<file path="config.mk">
export PLATFORM = sky130hd
export DESIGN_NAME = div_seq_ctrl
export DESIGN_NICKNAME = d
export VERILOG_FILES = /design/src/rtl/div_seq_pkg.sv /design/src/rtl/div_phase_mirror.sv /design/src/rtl/div_seq_ctrl.sv
export SDC_FILE = /design/constraint.sdc
export NUM_CORES = 1
export LEC_CHECK = 0
export ABC_AREA = 1
export ABC_CLOCK_PERIOD_IN_PS = 3500
export CELL_PAD_IN_SITES_DETAIL_PLACEMENT = 0
export CELL_PAD_IN_SITES_GLOBAL_PLACEMENT = 1
export CORE_ASPECT_RATIO = 0.7
export CORE_UTILIZATION = 46
export DETAILED_ROUTE_END_ITERATION = 10
export HOLD_SLACK_MARGIN = 0.03
export PLACE_DENSITY = 0.87
export SLEW_MARGIN = 0
export SYNTH_ARGS = -nofsm -noshare
export SYNTH_HDL_FRONTEND = slang
export SYNTH_SLANG_ARGS = --single-unit
export TNS_END_PERCENT = 20
</file>
<file path="constraint.sdc">
create_clock -name clk -period 3.5 [get_ports clk]
set_clock_uncertainty 0.1 [all_clocks]
set_input_delay 0.35 -clock clk [delete_from_list [all_inputs] [get_ports clk]]
set_output_delay 0.35 -clock clk [all_outputs]
set_load 0.03 [all_outputs]
</file>
<file path="src/rtl/div_seq_pkg.sv">
// Shared types and constants for the divider sequencing controller.
package div_seq_pkg;

  localparam logic [2:0] MIN_RATIO   = 3'd2;
  localparam int         ENTRY_REP_W = 4;

  typedef enum logic [1:0] {
    IDLE,
    ARM,
    RUN
  } state_e;

  typedef struct packed {
    logic [2:0]             ratio;
    logic [ENTRY_REP_W-1:0] reps;
  } entry_t;

endpackage

</file>
<file path="src/rtl/div_phase_mirror.sv">
// Tracks the divider's phase so ratio changes can be timed to period edges.
module div_phase_mirror (
  input  logic       clk,
  input  logic       reset,
  input  logic [2:0] div,
  output logic [2:0] phase,
  output logic       boundary
);

  logic [2:0] phase_q, phase_d;

  assign boundary = (phase_q == div - 3'd1);
  assign phase    = phase_q;

  always_comb begin
    phase_d = phase_q + 3'd1;
    if (boundary) phase_d = '0;
  end

  always_ff @(posedge clk or posedge reset) begin
    if (reset) phase_q <= '0;
    else       phase_q <= phase_d;
  end

endmodule

</file>
<file path="src/rtl/div_seq_ctrl.sv">
// Steps the clock divider through a programmed ratio table,
// changing the ratio only on whole-period boundaries.
module div_seq_ctrl
  import div_seq_pkg::*;
#(
  parameter int         DEPTH      = 4,
  parameter int         REP_W      = 4,
  parameter logic [2:0] IDLE_RATIO = 3'd2
) (
  input  logic                     clk,
  input  logic                     reset,
  input  logic                     cfg_we,
  input  logic [$clog2(DEPTH)-1:0] cfg_addr,
  input  logic [2:0]               cfg_ratio,
  input  logic [REP_W-1:0]         cfg_reps,
  input  logic                     start,
  input  logic                     stop,
  input  logic                     loop,
  output logic [2:0]               div,
  output logic                     period_start,
  output logic                     busy,
  output logic [$clog2(DEPTH)-1:0] entry_idx,
  output logic                     seq_done,
  output logic                     cfg_err
);

  localparam int              IW      = $clog2(DEPTH);
  localparam logic [REP_W-1:0] REP_ONE = 1;
  localparam logic [IW:0]     IDX_ONE = 1;

  state_e           state_q, state_d;
  logic [2:0]       div_q, div_d;
  logic [IW-1:0]    idx_q, idx_d;
  logic [REP_W-1:0] rep_cnt_q, rep_cnt_d;
  logic [REP_W-1:0] reps_q, reps_d;
  logic             loop_q, loop_d;
  logic             stop_pend_q, stop_pend_d;
  logic             seq_done_q, seq_done_d;
  logic             cfg_err_q, cfg_err_d;

  logic [2:0]       tbl_ratio_q [DEPTH];
  logic [2:0]       tbl_ratio_d [DEPTH];
  logic [REP_W-1:0] tbl_reps_q  [DEPTH];
  logic [REP_W-1:0] tbl_reps_d  [DEPTH];

  logic [2:0]       phase;
  logic             boundary;
  logic [IW:0]      next_w;
  logic             at_end;
  logic             abort;
  logic             to_idle;
  logic             load_en;
  logic [IW-1:0]    load_idx;

  div_phase_mirror u_phase (
    .clk      (clk),
    .reset    (reset),
    .div      (div_q),
    .phase    (phase),
    .boundary (boundary)
  );

  always_comb begin
    tbl_ratio_d = tbl_ratio_q;
    tbl_reps_d  = tbl_reps_q;
    cfg_err_d   = cfg_we && (cfg_ratio < MIN_RATIO);
    if (cfg_we && !cfg_err_d) begin
      tbl_ratio_d[cfg_addr] = cfg_ratio;
      tbl_reps_d[cfg_addr]  = cfg_reps;
    end
  end

  always_comb begin
    state_d     = state_q;
    div_d       = div_q;
    idx_d       = idx_q;
    rep_cnt_d   = rep_cnt_q;
    reps_d      = reps_q;
    loop_d      = loop_q;
    stop_pend_d = stop_pend_q;
    seq_done_d  = 1'b0;
    to_idle     = 1'b0;
    load_en     = 1'b0;
    load_idx    = '0;
    next_w      = {1'b0, idx_q} + IDX_ONE;
    at_end      = next_w[IW] ||
                  (tbl_reps_q[next_w[IW-1:0]] == '0);
    abort       = stop_pend_q || stop;

    unique case (state_q)
      IDLE: begin
        if (start && !stop) begin
          state_d = ARM;
          loop_d  = loop;
        end
      end
      ARM, RUN: begin
        stop_pend_d = abort;
        if (boundary) begin
          if (abort) begin
            to_idle = 1'b1;
          end else if (state_q == ARM) begin
            if (tbl_reps_q[0] == '0) begin
              to_idle    = 1'b1;
              seq_done_d = 1'b1;
            end else begin
              load_en = 1'b1;
            end
          end else if (rep_cnt_q != reps_q - REP_ONE) begin
            rep_cnt_d = rep_cnt_q + REP_ONE;
          end else if (!at_end) begin
            load_en  = 1'b1;
            load_idx = next_w[IW-1:0];
          end else if (loop_q && tbl_reps_q[0] != '0) begin
            load_en = 1'b1;
          end else begin
            to_idle    = 1'b1;
            seq_done_d = 1'b1;
          end
        end
      end
      default: state_d = IDLE;
    endcase

    // Ratio and reps are copied out so later table writes cannot disturb the live entry.
    if (load_en) begin
      state_d   = RUN;
      div_d     = tbl_ratio_q[load_idx];
      reps_d    = tbl_reps_q[load_idx];
      idx_d     = load_idx;
      rep_cnt_d = '0;
    end
    if (to_idle) begin
      state_d     = IDLE;
      div_d       = IDLE_RATIO;
      stop_pend_d = 1'b0;
    end
  end

  always_ff @(posedge clk or posedge reset) begin
    if (reset) begin
      state_q     <= IDLE;
      div_q       <= IDLE_RATIO;
      idx_q       <= '0;
      rep_cnt_q   <= '0;
      reps_q      <= '0;
      loop_q      <= 1'b0;
      stop_pend_q <= 1'b0;
      seq_done_q  <= 1'b0;
      cfg_err_q   <= 1'b0;
      for (int i = 0; i < DEPTH; i++) begin
        tbl_ratio_q[i] <= MIN_RATIO;
        tbl_reps_q[i]  <= '0;
      end
    end else begin
      state_q     <= state_d;
      div_q       <= div_d;
      idx_q       <= idx_d;
      rep_cnt_q   <= rep_cnt_d;
      reps_q      <= reps_d;
      loop_q      <= loop_d;
      stop_pend_q <= stop_pend_d;
      seq_done_q  <= seq_done_d;
      cfg_err_q   <= cfg_err_d;
      tbl_ratio_q <= tbl_ratio_d;
      tbl_reps_q  <= tbl_reps_d;
    end
  end

  assign div          = div_q;
  assign period_start = (phase == 3'd0);
  assign busy         = (state_q != IDLE);
  assign entry_idx    = idx_q;
  assign seq_done     = seq_done_q;
  assign cfg_err      = cfg_err_q;

endmodule
</file>
## Word-level counts from Yosys, hierarchy flattened

Cells that the tools add are included.

| storage, ports and cells | value |
|---|---|
| flip-flop bits (word level) | 50 |
| bits of input ports | 15 |
| output and inout port bits | 9 |
| logic and storage cells | 118 |

| operators by class | value |
|---|---|
| $add $sub $neg | 5 |
| order comparisons | 5 |
| equality and inequality tests | 8 |
| mux-type cells | 55 |
| bitwise gates (word level) | 3 |
| reduce and logical (&&, ||, !) cells | 24 |

Operators with widths:

| kind | count |
|---|---|
| 4-bit two-way mux | 11 |
| 1-bit two-way mux | 21 |
| 2-bit two-way mux | 9 |
| 3-bit two-way mux | 6 |
| 4-bit binary-select mux with 2-bit select | 2 |
| 16-bit bitwise mux | 1 |
| 12-bit bitwise mux | 1 |
| 2-bit nonzero test | 6 |
| 3-bit >= comparator, second input constant | 3 |
| 2-bit NOT with 3-bit output | 3 |
| 4-bit demux with 2-bit select | 1 |
| 4-bit zero test | 2 |
| 3-bit binary-select mux with 2-bit select | 1 |
| 3-bit demux with 2-bit select | 1 |
| 1-bit logical AND | 5 |
| 5-bit AND reduction | 1 |
| 4-bit by 1-bit adder with 4-bit output, second input constant | 1 |
| 4-bit != test | 1 |
| 4-bit != test, second input constant | 1 |
| 2-bit one-hot mux with 2 select lines | 1 |
| 2-bit AND reduction | 2 |
| 4-bit nonzero test | 1 |
| 4-bit by 1-bit subtractor with 4-bit output, second input constant | 1 |
| 2-bit by 1-bit adder with 3-bit output, second input constant | 1 |
| other kinds (15) | 17 |

## Depth between registers and ports, before layout

Gate-level depths: netlist of the first run.

| depth | value |
|---|---|
| depth after elaboration | 19 |
| depth in mapped cells | 17 |
| mapped depth without buffers | 16 |

## Cells and area by module

A second synthesis of the first run with hierarchy kept.

| second synthesis, totals | value |
|---|---|
| cell total of the unflattened synthesis | 375 |
| area, all modules | 2832.7 um2 |

By module, submodules not included:

| module | times used | cells an instance | area an instance (um2) | seq. area each (um2) |
|---|---|---|---|---|
| div_seq_ctrl | 1 | 342 | 2602.5 | 1182.4 |
| div_phase_mirror | 1 | 33 | 230.2 | 75.1 |

## Least setup slack after synthesis of the first run

OpenSTA, ideal clock, no wires.

| path | value |
|---|---|
| path kind | reg-to-reg |
| from | reg div_q[1], in the netlist div[1] |
| to | reg reps_q[1] |
| data arrival time | 1.984 ns |
| required time | 3.284 ns |
| slack | 1.300 ns |
| cell stages (with the launch flop) | 15 |
| path buffers | 1 |
| period minus slack after synthesis | 2.200 ns |
| cell sequence | dfstp_2 -> inv_1 -> ha_1 -> inv_2 -> nand2_1 -> nand2_1 -> nor2_4 -> nand3b_2 -> nor2_8 -> buf_4 -> nand3b_1 -> nand3_1 -> nand2_1 -> nand2_1 -> nand2_1 |

| between the ends | value |
|---|---|
| longest elaborated chain between the ends | 8 |
| elaborated cells on any way between the ends | 10 |
| those cells by class | 1 x add/sub; 1 x eq/ne; 7 x mux; 1 x bitwise |

Ends and longest elaborated chain:

| element | line | source |
|---|---|---|
| start: declaration | div_seq_ctrl.sv:32 | `logic [2:0] div_q, div_d;` |
| start signal: assignment | div_seq_ctrl.sv:157 | `div_q <= div_d;` |
| 3-bit by 1-bit subtractor with 3-bit output (*) | div_phase_mirror.sv:12 | `assign boundary = (phase_q == div - 3'd1);` |
| 3-bit == test (*) | div_phase_mirror.sv:12 |  |
| 2-bit two-way mux | div_seq_ctrl.sv:99 | `if (boundary) begin` |
| 2-bit two-way mux | div_seq_ctrl.sv:90 | `unique case (state_q)` |
| 2-bit NOT with 3-bit output (not written as such) | div_seq_ctrl.sv:129 | `reps_d = tbl_reps_q[load_idx];` |
| 4-bit binary-select mux with 2-bit select | div_seq_ctrl.sv:129 |  |
| 4-bit two-way mux (not written as such) (2 in series) | div_seq_ctrl.sv:129 |  |
| end signal: assignment | div_seq_ctrl.sv:160 | `reps_q <= reps_d;` |
| end: declaration | div_seq_ctrl.sv:35 | `logic [REP_W-1:0] reps_q, reps_d;` |

Mark *: on every way between the ends. The rest lies on a longest branch, timed or not. The select of a mux whose other input is x is not followed.
A chain may end at the register's enable or synchronous reset.

## Worst setup path in the final report of the first run

| path | value |
|---|---|
| from | reg div_q[1], in the netlist div[1] |
| to | reg reps_q[2] |

Same word-level chain as after synthesis.

==> results of run 1 <==
[how the worst min path moves through the flow]
stage	start	to	slack, ps	cells past startpoint
after CTS	tbl_ratio_q[2]	tbl_ratio_q[2]	400	2
after floorplan	cfg_ratio[2]	cfg_err	320	1
after global placement	tbl_ratio_q[2]	tbl_ratio_q[2]	370	2
after global routing	tbl_ratio_q[4]	tbl_ratio_q[4]	420	2
final	reps_q[1]	reps_q[1]	400	2
after detailed placement	tbl_ratio_q[2]	tbl_ratio_q[2]	380	2
[stage by stage]
| step | instances | hold slack, ps | util (%) | setup slack, ps |
|---|---|---|---|---|
| 6_report | 485 | 400 | 55.4 | 1030 |
| 5_1_grt | 485 | 420 | 55.4 | 872 |
| 4_1_cts | 485 | 400 | 55.4 | 1040 |
| 3_5_place_dp | 477 | 376 | 53.8 | 1080 |
| 3_3_place_gp | 477 | 367 | 53.8 | 1060 |
| 2_1_floorplan | 387 | 321 | - | 1300 |
[kinds of logic (layout without fill, tap and decap cells)]
| logic type | Yosys count | after routing | synth area share [%] |
|---|---|---|---|
| adders and majority gates | 8 | 8 | 3.45 |
| and+or+nand+nor | 207 | 207 | 33.4 |
| buffers and inverters | 77 | 100 | 10.7 |
| AOI/OAI and AO/OA | 38 | 38 | 6.98 |
| muxes | 1 | 1 | 0.388 |
| DFF | 50 | 50 | 43.3 |
| xor gates and xnor gates | 6 | 6 | 1.81 |
[metal layers]
metal	vias up	share of wire [%]	track usage [%]
met5	-	0	0
met4	0	0.69	5.22
met3	5	3.3	4.09
met2	42	42	31.5
met1	1166	54	31.4
li1	1247	-	-
[power by group through the flow]
stage	registers [uW]	logic [uW]	clock network [uW]
final	886	1150	351
after global routing	912	1340	378
after CTS	889	1160	354
after detailed placement	898	1160	0
after global placement	900	1130	0
after floorplan	903	866	0
[cell usage in the layout (no fill, tap or decap), types with 3 or more instances in the layout]
| cell type | n |
|---|---|
| sky130_fd_sc_hd__inv_2 | 5 |
| sky130_fd_sc_hd__inv_1 | 63 |
| sky130_fd_sc_hd__ha_1 | 8 |
| sky130_fd_sc_hd__nand3_1 | 33 |
| sky130_fd_sc_hd__xnor2_1 | 3 |
| sky130_fd_sc_hd__dfstp_2 | 5 |
| sky130_fd_sc_hd__nand4_1 | 8 |
| sky130_fd_sc_hd__nand2_2 | 5 |
| sky130_fd_sc_hd__dfrtp_1 | 45 |
| sky130_fd_sc_hd__clkbuf_8 | 5 |
| sky130_fd_sc_hd__nand3b_1 | 11 |
| sky130_fd_sc_hd__a21oi_1 | 5 |
| sky130_fd_sc_hd__nor2_1 | 24 |
| sky130_fd_sc_hd__o21ai_0 | 31 |
| sky130_fd_sc_hd__clkdlybuf4s50_1 | 23 |
| sky130_fd_sc_hd__nor2_4 | 4 |
| sky130_fd_sc_hd__xor2_1 | 3 |
| sky130_fd_sc_hd__nand2_1 | 114 |
[cell type report]
| class | instances | area [um^2] |
|---|---|---|
| clock buffers | 5 | 68.8 |
| clock inverters | 3 | 21.3 |
| well taps | 75 | 93.8 |
| flip-flops and latches | 50 | 1260 |
| inverters | 69 | 260 |
| multi-input cells | 260 | 1340 |
| fillers | 551 | 2630 |
| repair buffers | 23 | 230 |
[registers in the layout, summed over array words and instances, names as in the netlist]
name	count
tbl_reps_q	16
tbl_ratio_q	12
rep_cnt_q	4
reps_q	4
div	3
u_phase.phase	3
entry_idx	2
state_q	2
cfg_err	1
loop_q	1
seq_done	1
stop_pend_q	1
[worst max-delay path: stages (launching register included)]
cell	delay (ps)
sky130_fd_sc_hd__dfstp_2	540
sky130_fd_sc_hd__inv_1	50
sky130_fd_sc_hd__ha_1	290
sky130_fd_sc_hd__inv_2	30
sky130_fd_sc_hd__nand2_1	50
sky130_fd_sc_hd__nand2_1	70
sky130_fd_sc_hd__nor2_4	150
sky130_fd_sc_hd__nand4_1	250
sky130_fd_sc_hd__a21oi_4	420
sky130_fd_sc_hd__inv_1	230
sky130_fd_sc_hd__nand2_1	110
sky130_fd_sc_hd__nand2_1	50
==> run metrics, run 1 <==
initial drt markers=~130; fraction of layout instances using a drive strength above 1=8.54%; number of vias per cell after detailed routing=between 5 and 6; pin count of the biggest net entering global routing=between 50 and 60; cells taking the most area after synthesis=sky130_fd_sc_hd__dfrtp_1, sky130_fd_sc_hd__nand2_1, sky130_fd_sc_hd__inv_1, sky130_fd_sc_hd__nand3_1, sky130_fd_sc_hd__o21ai_0; ratio of final minimum period to clock period=70.6%; clock tree root driver cell=sky130_fd_sc_hd__clkbuf_8; Clock H-tree levels=2; clock buffers created by TritonCTS=5; final hold vios=0; Clock Sink Count=50; dpl cell area=between 3000 and 4000 um^2; post-CTS setup buffer count=0; FFs w/ async S/R, synth=100%; max capacitance violation total=0; sequential cell area fraction in the yosys report=43.3%; reg-to-reg critical path startpoint=div[1]; count of endpoints failing setup in the final report=0; worst path required time=between 3000 and 4000 ps; number of nets with antenna violations after detailed routing=0; DR DRC count=0; largest vdd supply drop=about 0.46 mV; synthesized area divided by synthesized cell count=around 7.5 um^2; maximum clock rate=around 0.4 GHz; total wirelength of the detailed-routed design=between 6 and 7 mm; worst-case headroom to the max-slew limit=30.7%; total of cells resized after clock tree synthesis=0; die boundary height=between 60 and 70 um; sum of net half-perimeters after detailed placement=around 4.8 mm; most frequently used cell type in the post-synthesis netlist=sky130_fd_sc_hd__nand2_1; flop-to-flop setup slack=1030 ps; area share of the largest cell type after synthesis=between 30% and 40%; pins over their slew limit=0; number of cell instances on the worst register-to-register path=11; top flip-flop cell by instance count after synthesis=sky130_fd_sc_hd__dfrtp_1; ant diodes=0; clock slew seen by the registers of the worst setup and hold paths=about 90 ps; routed vias=about 2500; overall power consumption=roughly 2400 uW; total negative slack for setup checks=0 ps; clock tree from TritonCTS=built; cell leakage power=0.00173 uW; arrival time of data at the critical path endpoint=2570 ps; P_int=1300 uW; share of power burned in combinational logic=between 40% and 50%; Wirelength per Cell=between 10 and 15 um; worst-skew pair later-pin latency=310 ps; unique cell type count in the Yosys netlist=30; buffers from clock root to sink, at most=2; switching power of the nets=1090 uW; global placement routability congestion=0.818; number of nets produced by synthesis=410; overall track demand over capacity in global routing=21.1%; first-pass iteration count of the detailed router=5; area overhead of the layout relative to synthesis=12.5%; Synthesis Warnings=0; total of hold buffers inserted after clock tree synthesis=0; vias in the first global route=~2300; start point of the critical path=div[1]; switching power as a share of total power=45.4%; count of nets after finishing=between 400 and 500; number of input and output port buffers inserted=23; global-route wire length before repair=roughly 11 mm; class of the tightest hold or removal check=flop to flop; CP max FO=13; flip-flop and latch count after synthesis=50; capture point of the critical path=reps_q[2]; die area=~6600 um^2; initial antenna violation count=0; power density over the cells=731 nW/um^2; cell accounting for the most synthesized area=sky130_fd_sc_hd__dfrtp_1; sequential power share=a little under two fifths; design area=around 3300 um^2; Worst-Margin Slew=1040 ps; startpoint types=flop; Crit Path Category=flop to flop; power share of the clock group=14.7%; initial cell density of the core=49.2%; result of the run=finished clean; ranking of synthesized cells by instance count=sky130_fd_sc_hd__nand2_1, sky130_fd_sc_hd__inv_1, sky130_fd_sc_hd__dfrtp_1; Core Region=just under 6000 um^2; die extent in x=about 97 um; post-synthesis cell count=between 300 and 400; Core Rows=23; capture point of the worst reg-to-reg path=reps_q[2]; Critical Path Sink Type=flop; total standard cell area after synthesis=2900 um^2; total congestion overflow after global routing=0; number of enable-type register cells in the synthesized netlist=0; # IOs=24; RSZ-0062 raised after global routing=no; Period minus WS final=between 2000 and 2500 ps
No activity file was read; power rests on OpenSTA's default activity.
==> run 2, diff against run 1 <==
--- a/config.mk
+++ b/config.mk
@@ -6,14 +6,14 @@
 export NUM_CORES = 1
 export LEC_CHECK = 0
 export ABC_AREA = 1
-export ABC_CLOCK_PERIOD_IN_PS = 3500
+export ABC_CLOCK_PERIOD_IN_PS = 2000
 export CELL_PAD_IN_SITES_DETAIL_PLACEMENT = 0
 export CELL_PAD_IN_SITES_GLOBAL_PLACEMENT = 1
 export CORE_ASPECT_RATIO = 0.7
-export CORE_UTILIZATION = 46
+export CORE_UTILIZATION = 39
 export DETAILED_ROUTE_END_ITERATION = 10
 export HOLD_SLACK_MARGIN = 0.03
-export PLACE_DENSITY = 0.87
+export PLACE_DENSITY = 0.79
 export SLEW_MARGIN = 0
 export SYNTH_ARGS = -nofsm -noshare
 export SYNTH_HDL_FRONTEND = slang
==> constraint.sdc (replaced) <==
create_clock -name clk -period 2 [get_ports clk]
set_clock_uncertainty 0.1 [all_clocks]
set_input_delay 0.2 -clock clk [delete_from_list [all_inputs] [get_ports clk]]
set_output_delay 0.2 -clock clk [all_outputs]
set_load 0.03 [all_outputs]
==> run metrics, run 2 (same netlist as run 1, synthesis figures left out) <==
design area=3590 um^2 (was 3270 um^2); count of nets after finishing=460 (was 432); cell-by-cell listing of the critical path=inv_2, ha_4, inv_2, nand2_2, nand2_2, nor2_4, nand2_2, or2_4, nor2_4, nand2_4, clkinv_4, nand3_1, nand2_1, nand2_1, nand2_1 (was inv_1, ha_1, inv_2, nand2_1, nand2_1, nor2_4, nand4_1, a21oi_4, inv_1, nand2_1, nand2_1); number of input and output port buffers inserted=23 (unchanged); clock tree root driver cell=sky130_fd_sc_hd__clkbuf_8 (unchanged); total congestion overflow after global routing=0 (unchanged); pins over their slew limit=0 (unchanged); Clock Sink Count=50 (unchanged); number of nets with antenna violations after detailed routing=0 (unchanged); cell leakage power=0.00189 uW (was 0.00173 uW); uppermost signal routing layer after detailed routing=met4 (unchanged); Wirelength per Cell=12.6 um (was 13.1 um); maximum clock rate=0.466 GHz (was 0.405 GHz); post-place setup slack=-234 ps (was 1080 ps); global-route wire length before repair=11.6 mm (was 10.9 mm); ant diodes=0 (unchanged); # IOs=24 (unchanged); clock slew seen by the registers of the worst setup and hold paths=90 ps (about the same); class of the tightest hold or removal check=primary input to asynchronous set/reset pin (was flop to flop); pin count of the biggest net entering global routing=51 (unchanged); ratio of final minimum period to clock period=107% (was 70.6%); initial drt markers=78 (was 129); flop-to-flop setup slack=-150 ps (was 1030 ps); buffers from clock root to sink, at most=2 (unchanged); die extent in x=105 um (was 96.9 um); number of instances in the placed design=521 (was 477); Clock H-tree levels=2 (unchanged); startpoint types=flop (unchanged); Period minus WS final=2150 ps (was 2470 ps); dpl cell area=3430 um^2 (was 3180 um^2); global placement routability congestion=0.776 (was 0.818); detailed-routed wire length on met2=2.67 mm (was 2.65 mm); most frequent standard cell in the layout excluding fill and tap cells=sky130_fd_sc_hd__nand2_1 (unchanged); worst-skew pair later-pin latency=300 ps (was 310 ps); DR DRC count=0 (unchanged); Core Rows=25 (was 23); area overhead of the layout relative to synthesis=23.5% (was 12.5%); clock tree from TritonCTS=built (unchanged); power density over the cells=1320 nW/um^2 (was 731 nW/um^2); Worst-Margin Slew=351 ps (was 1040 ps); Crit Path Category=flop to flop (unchanged); biggest regs=tbl_reps_q (16), tbl_ratio_q (12) (unchanged); number of vias per cell after detailed routing=4.66 (was 5.07); worst path required time=2140 ps (was 3600 ps); initial cell density of the core=41.6% (was 49.2%); overall track demand over capacity in global routing=19.1% (was 21.1%); total wirelength of the detailed-routed design=6.71 mm (was 6.35 mm); die area=7800 um^2 (was 6640 um^2); clock buffers created by TritonCTS=5 (unchanged); total negative slack for setup checks=-1770 ps (was 0 ps); CP max FO=6 (was 13); max reg flops=16 (unchanged); routed vias=2479 (was 2460); Critical Path Sink Type=flop (unchanged); reg-to-reg critical path startpoint=div[1] (unchanged); filler cell count in the final layout=694 (was 551); non-filler cells in the finished layout=532 (was 485); initial antenna violation count=0 (unchanged); Routed met1 length=3.78 mm (was 3.44 mm); Core Region=6980 um^2 (was 5900 um^2); most used cells in the layout excluding fill and tap cells=sky130_fd_sc_hd__nand2_1, sky130_fd_sc_hd__inv_1, sky130_fd_sc_hd__dfrtp_1 (unchanged); failing checks=negative setup slack; cell with the largest stage delay on the worst path=sky130_fd_sc_hd__dfstp_2 (unchanged); largest vdd supply drop=0.605 mV (was 0.461 mV); register containing the most flip-flops in the final layout=tbl_reps_q (unchanged); sum of net half-perimeters after detailed placement=5.12 mm (was 4.80 mm); worst-case headroom to the max-slew limit=76.6% (was 30.7%); arrival time of data at the critical path endpoint=2290 ps (was 2570 ps); RSZ-0062 raised after global routing=yes (was no); number of cell instances on the worst register-to-register path=15 (was 11); count of endpoints failing setup in the final report=16 (was 0); final hold vios=0 (unchanged); die boundary height=74.2 um (was 68.5 um); overall power consumption=4720 uW (was 2390 uW); fraction of layout instances using a drive strength above 1=16.7% (was 8.54%); total of hold buffers inserted after clock tree synthesis=0 (unchanged); WL met3=237 um (was 211 um); vias in the first global route=2434 (was 2250); capture point of the worst reg-to-reg path=reps_q[3] (was reps_q[2]); slack of the critical path=-148 ps (was 1030 ps); max capacitance violation total=0 (unchanged); result of the run=finished, violations left (was finished clean); first-pass iteration count of the detailed router=4 (was 5); delay of the slowest cell on the worst path=540 ps (about the same)
==> run 2: timing repair <==
action / in CTS / in global routing
pin swaps: 4 / 3
gates resized for setup: 14 / 7
endpoints found under the setup margin: 18 / 16
setup buffers: 2 / 0
gates cloned: 1 / 0
==> run 2: layout make-up <==
type                            instances  area [um^2]  area share (%)
Multi-Input combinational cell        261         1390            38.8
Clock buffer                            7         86.3            2.41
Sequential cell                        50         1260            35.1
Inverter                               69          264            7.36
Timing Repair Buffer                   50          463            12.9
Clock inverter                          1         5.00           0.140
Tap cell                               94          118            3.28
==> run 2: worst max path at each step <==
| stage | startpoint | end | slack (ps) |
|---|---|---|---|
| floorplan | div[1] | div[0] | -130 |
| global placement | div[1] | state_q[1] | -190 |
| detailed placement | div[1] | state_q[1] | -230 |
| CTS | div[1] | div[0] | -150 |
| global route | div[1] | div[0] | -310 |
| finish | div[1] | reps_q[3] | -150 |
==> run 2: metal layers <==
metal,global-route usage (%),vias up
met2,28.3,42
met5,0,-
met1,29.1,1136
li1,-,1299
met4,4.23,0
met3,3.16,2
==> run 2: through the flow <==
step / utilization (%) / hold WS, ps
after floorplan: - / 171
after global placement: 49.2 / 365
after detailed placement: 49.2 / 378
after CTS: 51.2 / 171
after global routing: 51.4 / 172
final: 51.4 / 150
==> run 2: worst max-delay path, delay by kind of cell (launching register included) <==
kind / cells / cell delay, ps
adder cells (fa/ha/maj): 1 / 260
buffers and inverters: 3 / 170
flip-flops: 1 / 540
AND/OR/NAND/NOR: 11 / 1010
==> run 2: power breakdown <==
group,internal [uW],switching [uW]
registers,1300,239
logic,1070,1500
clock network,280,332
